`config.mk`:
```
export PLATFORM = sky130hd
export DESIGN_NAME = pcr1_reagent_sequencer
export DESIGN_NICKNAME = d
export VERILOG_FILES = /design/src/rtl/pcr_ctrl_pkg.sv /design/src/rtl/seq_down_counter.sv /design/src/rtl/pcr1_reagent_sequencer.sv
export SDC_FILE = /design/constraint.sdc
export NUM_CORES = 1
export LEC_CHECK = 0
export CAP_MARGIN = 20
export CORE_MARGIN = 1.5
export CORE_UTILIZATION = 25
export CTS_BUF_LIST = sky130_fd_sc_hd__clkbuf_2 sky130_fd_sc_hd__clkbuf_4 sky130_fd_sc_hd__clkbuf_8
export DETAILED_ROUTE_END_ITERATION = 6
export PLACE_DENSITY_LB_ADDON = 0.05
export SYNTH_ARGS = -nofsm -noshare
export SYNTH_HDL_FRONTEND = slang
export SYNTH_SLANG_ARGS = --single-unit
```
`constraint.sdc`:
```
create_clock -name clk -period 4.9 [get_ports clk]
set_clock_uncertainty 0.2 [all_clocks]
set_input_delay 0.98 -clock clk [delete_from_list [all_inputs] [get_ports clk]]
set_output_delay 0.98 -clock clk [all_outputs]
set_load 0.02 [all_outputs]
```
`src/rtl/pcr_ctrl_pkg.sv`:
```
// Shared definitions for the PCR1 reagent dosing controller: inlet count, inlet
// order, sequencer states and a small constant helper.
package pcr_ctrl_pkg;

  localparam int NUM_INLETS  = 6;
  localparam int STAGE_W     = 3;
  localparam int DWELL_RESET = 16;

  typedef enum logic [2:0] {
    INLET_F_PRIME  = 3'd0,
    INLET_R_PRIME  = 3'd1,
    INLET_EVAGREEN = 3'd2,
    INLET_H2O      = 3'd3,
    INLET_TAQ      = 3'd4,
    INLET_DNA      = 3'd5
  } inlet_e;

  typedef enum logic [2:0] {
    IDLE   = 3'd0,
    OPEN   = 3'd1,
    DOSE   = 3'd2,
    CLOSE  = 3'd3,
    SETTLE = 3'd4,
    FLUSH  = 3'd5,
    DONE   = 3'd6,
    ERROR  = 3'd7
  } seq_state_e;

  function automatic int max_int(input int a, input int b);
    return (a > b) ? a : b;
  endfunction

endpackage

```
`src/rtl/seq_down_counter.sv`:
```
// Loadable down counter shared by every timed phase of the sequencer; it parks
// at zero and flags it.
module seq_down_counter #(
  parameter int W = 16
) (
  input  logic         clk,
  input  logic         rst,
  input  logic         load,
  input  logic         en,
  input  logic [W-1:0] load_val,
  output logic [W-1:0] count,
  output logic         zero
);

  // load wins over enable; the count never wraps below zero
  always_ff @(posedge clk or posedge rst) begin
    if (rst) begin
      count <= '0;
    end else if (load) begin
      count <= load_val;
    end else if (en && (count != '0)) begin
      count <= count - W'(1);
    end else begin
      count <= count;
    end
  end

  assign zero = (count == '0);

endmodule

```
`src/rtl/pcr1_reagent_sequencer.sv`:
```
// Doses the PCR1 reagent inlets in order, lets the mixer settle after each dose,
// flushes the output serpentine and reports completion or a sticky error.
module pcr1_reagent_sequencer #(
  parameter int NUM_INLETS    = pcr_ctrl_pkg::NUM_INLETS,
  parameter int DWELL_W       = 16,
  parameter int SETTLE_CYCLES = 64,
  parameter int FLUSH_CYCLES  = 256,
  parameter int ACK_TIMEOUT   = 1023
) (
  input  logic                  clk,
  input  logic                  rst,
  input  logic                  start,
  input  logic                  abort,
  input  logic                  cfg_we,
  input  logic [2:0]            cfg_idx,
  input  logic [DWELL_W-1:0]    cfg_val,
  output logic                  pump_req,
  input  logic                  pump_ack,
  output logic [NUM_INLETS-1:0] valve_sel,
  output logic                  flush_en,
  output logic [2:0]            stage,
  output logic                  busy,
  output logic                  done,
  output logic                  err
);
  import pcr_ctrl_pkg::*;

  localparam int CNT_W = max_int(max_int(DWELL_W, $clog2(ACK_TIMEOUT + 1)),
                                 max_int($clog2(SETTLE_CYCLES + 1), $clog2(FLUSH_CYCLES + 1)));
  localparam logic [CNT_W-1:0] ACK_LOAD    = CNT_W'(ACK_TIMEOUT);
  localparam logic [CNT_W-1:0] SETTLE_LOAD = CNT_W'(SETTLE_CYCLES - 1);
  localparam logic [CNT_W-1:0] FLUSH_LOAD  = CNT_W'(FLUSH_CYCLES - 1);

  seq_state_e           state_r, state_s;
  logic [STAGE_W-1:0]   stage_r, stage_s;
  logic [DWELL_W-1:0]   dwell_r [NUM_INLETS];
  logic [DWELL_W-1:0]   dwell_cur_s;
  logic                 cnt_load_s, cnt_en_s, cnt_zero_s, cnt_last_s;
  logic [CNT_W-1:0]     cnt_val_s, cnt_q_s;
  logic                 first_ok_s, next_ok_s;
  logic [STAGE_W-1:0]   first_idx_s, next_idx_s;
  logic                 pump_req_s, flush_s, done_s, err_s, busy_s;
  logic [NUM_INLETS-1:0] valve_s;

  seq_down_counter #(.W(CNT_W)) u_timer (
    .clk      (clk),
    .rst      (rst),
    .load     (cnt_load_s),
    .en       (cnt_en_s),
    .load_val (cnt_val_s),
    .count    (cnt_q_s),
    .zero     (cnt_zero_s)
  );

  assign dwell_cur_s = dwell_r[stage_r];
  // The OPEN cycle that sees the ack already counts as the first dose cycle.
  assign cnt_last_s  = (cnt_q_s <= CNT_W'(1));
  assign stage       = stage_r;

  // dwell register file; out-of-range indices are dropped
  always_ff @(posedge clk or posedge rst) begin
    if (rst) begin
      for (int i = 0; i < NUM_INLETS; i++) begin
        dwell_r[i] <= DWELL_W'(DWELL_RESET);
      end
    end else if (cfg_we && (int'(cfg_idx) < NUM_INLETS)) begin
      dwell_r[cfg_idx] <= cfg_val;
    end else begin
      dwell_r <= dwell_r;
    end
  end

  // first enabled inlet, and first enabled inlet after the current stage
  always_comb begin
    first_ok_s  = 1'b0;
    first_idx_s = '0;
    next_ok_s   = 1'b0;
    next_idx_s  = '0;
    for (int i = NUM_INLETS - 1; i >= 0; i--) begin
      if (dwell_r[i] != '0) begin
        first_ok_s  = 1'b1;
        first_idx_s = STAGE_W'(i);
        if (STAGE_W'(i) > stage_r) begin
          next_ok_s  = 1'b1;
          next_idx_s = STAGE_W'(i);
        end else begin
          next_ok_s = next_ok_s;
        end
      end else begin
        first_ok_s = first_ok_s;
      end
    end
  end

  // next-state and timer control; abort overrides everything outside IDLE
  always_comb begin
    state_s    = state_r;
    stage_s    = stage_r;
    cnt_load_s = 1'b0;
    cnt_en_s   = 1'b0;
    cnt_val_s  = '0;
    case (state_r)
      IDLE, ERROR: begin
        if (start && first_ok_s) begin
          state_s    = OPEN;
          stage_s    = first_idx_s;
          cnt_load_s = 1'b1;
          cnt_val_s  = ACK_LOAD;
        end else if (start) begin
          state_s    = FLUSH;
          cnt_load_s = 1'b1;
          cnt_val_s  = FLUSH_LOAD;
        end else begin
          state_s = state_r;
        end
      end
      OPEN: begin
        if (pump_ack && (dwell_cur_s <= DWELL_W'(1))) begin
          state_s    = CLOSE;
          cnt_load_s = 1'b1;
          cnt_val_s  = ACK_LOAD;
        end else if (pump_ack) begin
          state_s    = DOSE;
          cnt_load_s = 1'b1;
          cnt_val_s  = CNT_W'(dwell_cur_s) - CNT_W'(1);
        end else if (cnt_zero_s) begin
          state_s = ERROR;
        end else begin
          cnt_en_s = 1'b1;
        end
      end
      DOSE: begin
        if (cnt_last_s) begin
          state_s    = CLOSE;
          cnt_load_s = 1'b1;
          cnt_val_s  = ACK_LOAD;
        end else begin
          cnt_en_s = 1'b1;
        end
      end
      CLOSE: begin
        if (!pump_ack) begin
          state_s    = SETTLE;
          cnt_load_s = 1'b1;
          cnt_val_s  = SETTLE_LOAD;
        end else if (cnt_zero_s) begin
          state_s = ERROR;
        end else begin
          cnt_en_s = 1'b1;
        end
      end
      SETTLE: begin
        if (cnt_zero_s && next_ok_s) begin
          state_s    = OPEN;
          stage_s    = next_idx_s;
          cnt_load_s = 1'b1;
          cnt_val_s  = ACK_LOAD;
        end else if (cnt_zero_s) begin
          state_s    = FLUSH;
          cnt_load_s = 1'b1;
          cnt_val_s  = FLUSH_LOAD;
        end else begin
          cnt_en_s = 1'b1;
        end
      end
      FLUSH: begin
        if (cnt_zero_s) begin
          state_s = DONE;
        end else begin
          cnt_en_s = 1'b1;
        end
      end
      DONE:    state_s = IDLE;
      default: state_s = ERROR;
    endcase
    if (abort && (state_r != IDLE)) begin
      state_s    = ERROR;
      cnt_load_s = 1'b0;
      cnt_en_s   = 1'b0;
    end else begin
      state_s = state_s;
    end
  end

  // output decode from the upcoming state so every output is a flop
  always_comb begin
    pump_req_s = 1'b0;
    valve_s    = '0;
    flush_s    = 1'b0;
    done_s     = 1'b0;
    err_s      = 1'b0;
    busy_s     = 1'b1;
    case (state_s)
      IDLE:   busy_s = 1'b0;
      OPEN, DOSE: begin
        pump_req_s = 1'b1;
        valve_s    = {{(NUM_INLETS-1){1'b0}}, 1'b1} << stage_s;
      end
      CLOSE:  valve_s = {{(NUM_INLETS-1){1'b0}}, 1'b1} << stage_s;
      SETTLE: busy_s  = 1'b1;
      FLUSH:  flush_s = 1'b1;
      DONE:   done_s  = 1'b1;
      ERROR: begin
        err_s  = 1'b1;
        busy_s = 1'b0;
      end
      default: busy_s = 1'b0;
    endcase
  end

  // state and output registers; reset shuts every valve without a clock
  always_ff @(posedge clk or posedge rst) begin
    if (rst) begin
      state_r   <= IDLE;
      stage_r   <= INLET_F_PRIME;
      pump_req  <= 1'b0;
      valve_sel <= '0;
      flush_en  <= 1'b0;
      done      <= 1'b0;
      err       <= 1'b0;
      busy      <= 1'b0;
    end else begin
      state_r   <= state_s;
      stage_r   <= stage_s;
      pump_req  <= pump_req_s;
      valve_sel <= valve_s;
      flush_en  <= flush_s;
      done      <= done_s;
      err       <= err_s;
      busy      <= busy_s;
    end
  end

endmodule

```
==> flow_metrics.env <==
export IMPL_cts_tree="built"
export IMPL_finalNonFillerCells=1064
export IMPL_final_util_pct=29.9
export IMPL_n_antenna_cell=0
export IMPL_yosys_area_share_simple_pct=15.5
export IMPL_whs_path_depth=1
export IMPL_grt_pass1_wl_um=34600
export IMPL_synthTopCellsByArea="dfrtp_1 (43%), mux2_2 (18%), nor4_1 (2.7%)"
export IMPL_synthMuxAreaShare_pct=21.1
export IMPL_syn_to_final_growth_pct=16.9
export IMPL_synth_warnings=0
export IMPL_synthCells=637
export IMPL_cts_max_level=4
export IMPL_grt_usage_pct=16.0
export IMPL_synth_xor_area_share_pct=3.06
export IMPL_finalHoldViolations=0
export IMPL_layout_nets=703
export IMPL_final_common_cell="dfrtp_1"
export IMPL_clkLatencyLatePin_ns=0.46
export IMPL_tightest_slew_ns=1.08
export IMPL_die_w_um=172
export IMPL_portBuffers=38
export IMPL_clock_sinks=129
export IMPL_peakVddDrop_uv=136
export IMPL_ys_flop_type="dfrtp_1"
export IMPL_synth_edf_count=0
export IMPL_die_area_um2=29600
export IMPL_dp_hpwl_um=16600
export IMPL_grt_max_degree=73
export IMPL_synth_compound_area_share_pct=11.1
export IMPL_rows=61
export IMPL_place_inst=1032
export IMPL_yosysTopAreaCell="dfrtp_1"
export IMPL_num_io_pins=39
export IMPL_hold_buffers=0
export IMPL_fillers=2960
export IMPL_synth_seq_area_share_pct=45.2
export IMPL_r2r_end="busy"
export IMPL_drt_pre_antenna_iters=5
export IMPL_p_per_area_nw_per_um2=463
export IMPL_dp_slack_ns=1.09
export IMPL_fin_tns_setup_ns=0
export IMPL_cts_buffers=17
export IMPL_yosysTopAreaCellShare_pct=43.0
export IMPL_cp_cell_sequence="nor2b_1 > a32o_1 > a221oi_1 > inv_1 > ha_1 > o2111ai_1 > nor4_4 > o32ai_1 > inv_2 > and2_1 > a21oi_1"
export IMPL_yosysUniqueCellTypes=78
export IMPL_r2r_slack_ns=1.06
export IMPL_dr_max_layer_used="met4"
export IMPL_rsz0062_at_grt="no"
export IMPL_wl_met3_um=610
export IMPL_num_vias=5372
export IMPL_async_flop_share_pct=100
export IMPL_post_cts_buffers=0
export IMPL_wl_met1_um=10800
export IMPL_setup_violations=0
export IMPL_period_share_pct=78.4
export IMPL_cts_root_buf="clkbuf_8"
export IMPL_critPathRequiredTime_ns=5.09
export IMPL_antenna_found_initial=0
export IMPL_core_um2=28000
export IMPL_slew_viol_final=0
export IMPL_grt_overflow=0
export IMPL_antenna_left=0
export IMPL_period_needed_ns=3.84
export IMPL_holdCritPathClass="flip-flop to flip-flop"
export IMPL_cp_end_kind="flip-flop"
export IMPL_drtIter0Drc=358
export IMPL_clk_path_buf_depth=2
export IMPL_layout_common_cells="dfrtp_1 (122), mux2_2 (115), clkdlybuf4s50_1 (38)"
export IMPL_maxCapViolCount=0
export IMPL_die_h_um=172
export IMPL_cpMaxStageDelayCell="dfrtp_2"
export IMPL_r2r_start="stage[0]"
export IMPL_p_leak_nw=3.20
export IMPL_max_freq_mhz=260
export IMPL_critPathKind="flip-flop to flip-flop"
export IMPL_min_to="u_timer.count[3]"
export IMPL_synth_adder_area_share_pct=0.874
export IMPL_worstPathArrival_ns=4.03
export IMPL_max_stage_delay_ns=0.83
export IMPL_synth_top_family_by_area="multiplexers"
export IMPL_wirelength_um=22300
export IMPL_r2r_cells=11
export IMPL_vias_per_cell=5.05
export IMPL_whs_ns=0.340
export IMPL_status="finished clean"
export IMPL_grt_pass1_vias=5461
export IMPL_place_congestion=0.821
export IMPL_syn_nets=667
export IMPL_max_slew_margin_pct=27.6
export IMPL_wl_per_cell_um=21.0
export IMPL_hold_path_startpoint="u_timer.count[3]"
export IMPL_crit_fanout=29
export IMPL_wl_met2_um=10500
export IMPL_clkSlewWorstSetupHoldPaths_ns=0.09
export IMPL_syn_avg_cell_area_um2=11.2
export IMPL_synth_area_um2=7150
export IMPL_drcViolationCount=0
export IMPL_final_layout_size_suffix_gt1_share_pct=28.6
export IMPL_worst_slack_ns=1.06
export IMPL_ys_seq_elements=129
export IMPL_start_kind="flip-flop"
export IMPL_start_util_pct=25.5
export IMPL_cts_resized=0
## area by class of cell
cell class	instances	area (um^2)	area share, %
multi-input combinational	460	3720	44.5
clock inverter	13	126	1.51
inverter	15	58.8	0.703
clock buffer	19	255	3.05
sequential	129	3240	38.7
timing repair buffer	50	495	5.92
tap	378	473	5.65
## worst max-delay path: cells and delay by family (launching register included)
kind                     cells  cell delay, ns
AND/OR/NAND/NOR              3            0.56
adder cells (fa/ha/maj)      1            0.22
flip-flops                   1            0.83
buffers and inverters        2            0.24
AO/OA/AOI/OAI                5            1.70
## synth_stat cells (all sizes together) (5+ instances only)
| master | number |
|---|---|
| dfstp | 6 |
| mux2i | 14 |
| inv | 15 |
| nor3 | 16 |
| nand2b | 6 |
| and3 | 8 |
| nor4 | 32 |
| ha | 5 |
| o21ai | 17 |
| a21oi | 11 |
| nor2b | 5 |
| nand2 | 29 |
| xor2 | 17 |
| nand4 | 9 |
| nand3 | 18 |
| buf | 12 |
| dfrtp | 123 |
| nor2 | 35 |
| mux2 | 117 |
| a221oi | 9 |
| a22oi | 10 |
| clkbuf | 21 |
| and2 | 8 |
| or3 | 7 |
| xnor2 | 8 |
## kinds of logic after synthesis
family,after synthesis
XOR/XNOR,25
AO/OA/AOI/OAI,103
adder cells (fa/ha/maj),5
AND/OR/NAND/NOR,194
flip-flops,129
multiplexers,133
buffers and inverters,48
## how the worst max path moves through the flow
stage / to / startpoint / cells after the start / slack, ns
floorplan: busy / rst / 1 / 0.29
global placement: valve_sel[4] / stage[0] / 8 / 1.17
detailed placement: busy / stage[0] / 11 / 1.09
CTS: busy / stage[2] / 11 / 1.05
global route: busy / stage[2] / 11 / 0.74
finish: busy / stage[0] / 11 / 1.06
## flip-flops by register name (all words and copies together) (netlist names), 3 cells and up
register	count
valve_sel	6
dwell_r	96
u_timer.count	16
state_r	3
stage	3
## per-stage QoR
| step | area, um^2 | power [mW] |
|---|---|---|
| detailed placement | 7990 | 2.98 |
| floorplan | 7150 | 2.50 |
| global route | 8370 | 4.13 |
| global placement | 7990 | 2.99 |
| CTS | 8370 | 3.92 |
| finish | 8370 | 3.87 |
## report_power, final
group	switching, mW	total, mW	internal (mW)
Clock	0.483	0.911	0.428
Combinational	0.759	1.35	0.590
Sequential	0.284	1.61	1.33
Total	1.53	3.87	2.34
## routing by layer
metal / global-route usage, % / vias up
met3: 3.00 / 18
met4: 4.73 / 0
met1: 21.8 / 2773
met2: 25.6 / 91
li1: - / 2490
met5: 0 / -
No activity file was read; power rests on OpenSTA's default activity.
